[src/rtl/prog_delay_pkg.sv]
// Shared types and sizing for the programmable per-channel delay bank.
package prog_delay_pkg;

  localparam int unsigned NCHAN_DEF = 4;
  localparam int unsigned NBITS_DEF = 4;
  localparam int unsigned WBITS_DEF = 3;
  localparam int unsigned DEPTH     = 2 ** NBITS_DEF;

  typedef logic [NBITS_DEF-1:0] dly_t;
  typedef logic [WBITS_DEF-1:0] wid_t;

  typedef enum logic {
    MODE_LEVEL = 1'b0,
    MODE_PULSE = 1'b1
  } mode_e;

  typedef enum logic {
    ST_RUN    = 1'b0,
    ST_SETTLE = 1'b1
  } chan_state_e;

endpackage

[src/rtl/delay_channel.sv]
// One channel: delay chain, tap select, rising-edge stretcher and the RUN/SETTLE
// tracker that blanks the output while the chain refills after a reconfig.
module delay_channel
  import prog_delay_pkg::*;
#(
  parameter int unsigned NBITS = NBITS_DEF,
  parameter int unsigned WBITS = WBITS_DEF
) (
  input  logic             Clk,
  input  logic             Rst,
  input  logic             din,
  input  logic             wr,
  input  logic [NBITS-1:0] dly,
  input  logic [WBITS-1:0] wid,
  input  logic             mode,
  output logic             dout,
  output logic             settling
);

  localparam int unsigned CDEPTH = 2 ** NBITS;
  localparam int unsigned SRLEN  = CDEPTH - 1;

  logic [SRLEN-1:0]  sr;
  logic [NBITS-1:0]  dly_q;
  logic [WBITS-1:0]  wid_q;
  mode_e             mode_q;
  chan_state_e       state_q;
  logic [NBITS-1:0]  scnt_q;
  logic [WBITS-1:0]  pcnt_q;
  logic              tap_q;

  logic [CDEPTH-1:0] taps_c;
  logic              tap_c;
  logic              rise_c;
  logic              settle_next_c;

  // Index 0 is the undelayed input, index k is sr[k-1].
  always_comb begin
    taps_c        = {sr, din};
    tap_c         = taps_c[dly_q];
    rise_c        = tap_c & ~tap_q;
    settle_next_c = (state_q == ST_SETTLE) && (scnt_q != NBITS'(CDEPTH - 1));
  end

  always_ff @(posedge Clk) begin
    if (Rst) begin
      sr       <= '0;
      dly_q    <= '0;
      wid_q    <= '0;
      mode_q   <= MODE_LEVEL;
      state_q  <= ST_RUN;
      scnt_q   <= '0;
      pcnt_q   <= '0;
      tap_q    <= 1'b0;
      dout     <= 1'b0;
      settling <= 1'b0;
    end else if (wr) begin
      dly_q    <= dly;
      wid_q    <= wid;
      mode_q   <= mode_e'(mode);
      sr       <= '0;
      tap_q    <= 1'b0;
      pcnt_q   <= '0;
      dout     <= 1'b0;
      state_q  <= ST_SETTLE;
      scnt_q   <= '0;
      settling <= 1'b1;
    end else begin
      // Chain keeps shifting during settle so the history is valid on exit.
      sr    <= {sr[SRLEN-2:0], din};
      tap_q <= tap_c;

      case (state_q)
        ST_SETTLE: begin
          if (scnt_q == NBITS'(CDEPTH - 1)) begin
            state_q  <= ST_RUN;
            settling <= 1'b0;
          end else begin
            scnt_q <= scnt_q + NBITS'(1);
          end
        end
        default: begin
          state_q <= ST_RUN;
        end
      endcase

      if (settle_next_c) begin
        dout   <= 1'b0;
        pcnt_q <= '0;
      end else if (mode_q == MODE_LEVEL) begin
        dout <= tap_c;
      end else if (rise_c) begin
        pcnt_q <= wid_q;
        dout   <= 1'b1;
      end else if (pcnt_q != '0) begin
        pcnt_q <= pcnt_q - WBITS'(1);
        dout   <= 1'b1;
      end else begin
        dout <= 1'b0;
      end
    end
  end

endmodule

[src/rtl/prog_delay_bank.sv]
// Bank of independently programmable delay/stretch channels behind a single
// config write port; flags writes aimed at a non-existent channel.
module prog_delay_bank
  import prog_delay_pkg::*;
#(
  parameter int unsigned NCHAN  = NCHAN_DEF,
  parameter int unsigned NBITS  = NBITS_DEF,
  parameter int unsigned WBITS  = WBITS_DEF,
  // One spare code point so an out-of-range index can be presented and flagged.
  parameter int unsigned CHBITS = $clog2(NCHAN + 1)
) (
  input  logic              Clk,
  input  logic              Rst,
  input  logic [NCHAN-1:0]  Channels,
  input  logic              CfgWe,
  input  logic [CHBITS-1:0] CfgChan,
  input  logic [NBITS-1:0]  CfgDelay,
  input  logic [WBITS-1:0]  CfgWidth,
  input  logic              CfgMode,
  output logic              CfgErr,
  output logic [NCHAN-1:0]  DlayChann,
  output logic [NCHAN-1:0]  Settling
);

  logic             cfg_valid_c;
  logic [NCHAN-1:0] wr_c;

  // Decode the config port into one write strobe per channel.
  always_comb begin
    wr_c        = '0;
    cfg_valid_c = CfgWe && (CfgChan < CHBITS'(NCHAN));
    for (int unsigned i = 0; i < NCHAN; i++) begin
      wr_c[i] = cfg_valid_c && (CfgChan == CHBITS'(i));
    end
  end

  always_ff @(posedge Clk) begin
    if (Rst) begin
      CfgErr <= 1'b0;
    end else begin
      CfgErr <= CfgWe && !cfg_valid_c;
    end
  end

  for (genvar g = 0; g < NCHAN; g++) begin : g_chan
    delay_channel #(
      .NBITS (NBITS),
      .WBITS (WBITS)
    ) u_chan (
      .Clk      (Clk),
      .Rst      (Rst),
      .din      (Channels[g]),
      .wr       (wr_c[g]),
      .dly      (CfgDelay),
      .wid      (CfgWidth),
      .mode     (CfgMode),
      .dout     (DlayChann[g]),
      .settling (Settling[g])
    );
  end

endmodule

[config.mk]
export PLATFORM = sky130hd
export DESIGN_NAME = prog_delay_bank
export DESIGN_NICKNAME = d
export VERILOG_FILES = /design/src/rtl/prog_delay_pkg.sv /design/src/rtl/delay_channel.sv /design/src/rtl/prog_delay_bank.sv
export SDC_FILE = /design/constraint.sdc
export NUM_CORES = 1
export LEC_CHECK = 0
export BUFFER_PORTS_ARGS = -buffer_cell sky130_fd_sc_hd__buf_2
export CORE_AREA = 8 8 116 118
export CTS_BUF_LIST = sky130_fd_sc_hd__clkbuf_8
export DETAILED_ROUTE_END_ITERATION = 10
export DIE_AREA = 0 0 124 126
export PLACE_DENSITY_LB_ADDON = 0.2
export SKIP_CTS_REPAIR_TIMING = 1
export SLEW_MARGIN = 40
export SYNTH_ARGS = -nofsm -noshare
export SYNTH_HDL_FRONTEND = slang
export SYNTH_SLANG_ARGS = --single-unit
[constraint.sdc]
create_clock -name Clk -period 3.4 [get_ports Clk]
set_clock_uncertainty 0.15 [all_clocks]
set_input_delay 0.17 -clock Clk [delete_from_list [all_inputs] [get_ports Clk]]
set_output_delay 0.17 -clock Clk [all_outputs]
set_load 0.02 [all_outputs]
==> flow_summary.toml <==
[detailed_routing]
drt-initial-drc-count = 197
wire_per_inst_um = 14.0
vias = 4217
antenna_left = 0
vias_per_cell = 5.30
drt-total-wl_um = 11200
drt_drc_violations_left = 0
firstDrtPassIters = 5

[place]
hpwl_um = 7930
dpl.cell_count = 749
io_buffers = 26
gp_congestion = 0.798

[grt]
antenna_found_initial = 3
track_usage = 0.151
grt_pass1_wl_um = 18700
grt_max_degree = 26
grt_pass1_vias = 3989
overflow = 0

[sta]
setup_viol_count_final = 0
slew_headroom = 0.672
tns_ns = 0
hold_violations = 0
clock.fmax_mhz = 483
fin_crit_ns = 2.07
fin_crit_sh = 0.609
rsz0062_at_grt = "false"
report.final.slew_viol_count = 0
tightest_slew_ns = 0.492

[clocking]
path_clk_slew_ns = 0.07
cts-htree-levels = 4
numCtsBuffers = 17
cts-root-buf = "clkbuf_8"
cts_tree = "yes"
insertion_delay_ns = 0.44
clock_sinks = 137
clock_path_buffers = 2

[synth]
yosys_warnings = 0
ys_types = 56
synth_seq_cells = 137
yosysMostFrequentCell = "dfxtp_1"
ys.flop_type = "dfxtp_1"
ys_async_sr_fraction = 0
synth_top_cell_by_area = "dfxtp_1"
synth_area_leaders = "dfxtp_1, and2_1, nand2_1"
synth_cells = 607
netlist_top_cells_count = "dfxtp_1, nand2_1, and2_1, a21oi_1, nor2_1"
yosysTopAreaCellShare = 0.480
synth_edf_count = 0
synth_area_mm2 = 0.00571
synth_fp_nets = 637
syn_area_per_cell_um2 = 9.40
yosysSeqAreaShare = 0.480

[worst_setup_path]
crit_path_start = "g_chan[3].u_chan.dly_q[2]"
crit_fanout = 10
required_ns = 3.58
r2r_setup_slack_ns = 1.33
crit_chain = "mux2_2 > o22ai_1 > nor4_2 > a21oi_2 > mux2_2"
critical_path.endpoint_type = "flop"
arrival_ns = 2.25
cp_common_cell = "mux2_2"
critPathBufInv = 0
reg2reg_from = "g_chan[3].u_chan.dly_q[2]"
critical_path_class = "reg2reg"
slowest_stage = "dfxtp_1"
cp-start-kind = "flop"
critPathTopFamily = "multiplexers"
max_stage_delay_ns = 0.55

[finish]
fillCellCount = 1117
nets = 665
layout-drive-gt1-share = 0.139
syn_to_final_growth_pct = 11.6
final_cells = 796

[die]
die_h_um = 126
core_area_mm2 = 0.0117
die-area_mm2 = 0.0156
ios = 27
start_util = 0.487
chipWidth_um = 124
fp-row-count = 40

[hold_path]
min_path_type = "in2reg"
hold_start = "Rst"

[power]
ir_worst_vdd_uv = 291
pwr_density_cell_mw_per_mm2 = 482
cellLeakagePower_nw = 2.39

[run]
cap_violations = 0

[status]
status = "complete, no violations"
-- final cells by class --
cell class	instances	area (um2)	area share
multi-input combinational	424	2740	0.431
sequential	137	2740	0.430
timing repair buffer	43	293	0.0460
clock buffer	20	275	0.0432
tap	147	184	0.0289
clock inverter	11	82.6	0.0130
inverter	12	45.0	0.00707
antenna	2	5.00	0.000786
-- cell families after synthesis --
kind of cell / count (synthesis) / synth area share
AOI/OAI and AO/OA: 102 / 0.112
buffers and inverters: 46 / 0.0397
and+or+nand+nor: 269 / 0.244
xor gates and xnor gates: 5 / 0.00767
adders and majority gates: 12 / 0.0263
muxes: 36 / 0.0892
DFF: 137 / 0.480
-- sequential cells by signal, summed over array words and instances (netlist names), 12 cells and up --
name / count
g_chan.u_chan.scnt_q: 16
g_chan.u_chan.sr: 60
g_chan.u_chan.wid_q: 12
g_chan.u_chan.pcnt_q: 12
g_chan.u_chan.dly_q: 16
-- worst paths after layout --
path / end / cells past startpoint
setup / recovery: g_chan[3].u_chan.pcnt_q[2] / 5
setup reg to reg: g_chan[3].u_chan.pcnt_q[2] / 5
hold reg to reg: g_chan[3].u_chan.sr[4] / 1
hold / removal: g_chan[3].u_chan.settling / 2
-- report_power, final --
part           leakage, nW  internal, W  total [W]  switching (W)
Sequential            1.11      0.00164    0.00167      0.0000282
Clock                0.198     0.000617    0.00120       0.000580
Combinational         1.08    0.0000868   0.000205       0.000118
-- cells in the final DEF, fill, tap and decap left out, drive strengths merged, types with 3 or more instances in the layout --
master       instances
dfxtp              137
nand2               95
and2                62
a21oi               60
buf                 29
nor2                27
nand3               24
clkbuf              20
mux2i               16
inv                 15
dlygate4sd3         14
nand2b              13
ha                  12
mux2                11
a211oi               9
mux4                 9
nor3                 8
o21ai                8
nand4                7
nor2b                6
clkinv               6
or2                  6
or3                  5
xor2                 5
o22ai                5
and4b                4
a211o                3
nand3b               3
o311ai               3
-- through the flow --
step	instance area (um2)	total power, W	hold slack [ns]	setup WS [ns]	utilization
2_1_floorplan	5710	0.00185	0.134	1.56	-
3_3_place_gp	5860	0.00189	0.245	1.37	0.501
5_1_grt	6370	0.00321	0.0284	1.17	0.544
3_5_place_dp	5860	0.00190	0.247	1.29	0.501
4_1_cts	6220	0.00309	-0.225	1.32	0.531
6_report	6370	0.00307	0.0242	1.33	0.544
-- per-layer routing --
metal / share of wire / track usage
met4: 0.012 / 0.0637
met1: 0.48 / 0.191
met2: 0.46 / 0.229
met5: 0.00090 / 0
met3: 0.047 / 0.0518
(Power assumes the default switching activity.)
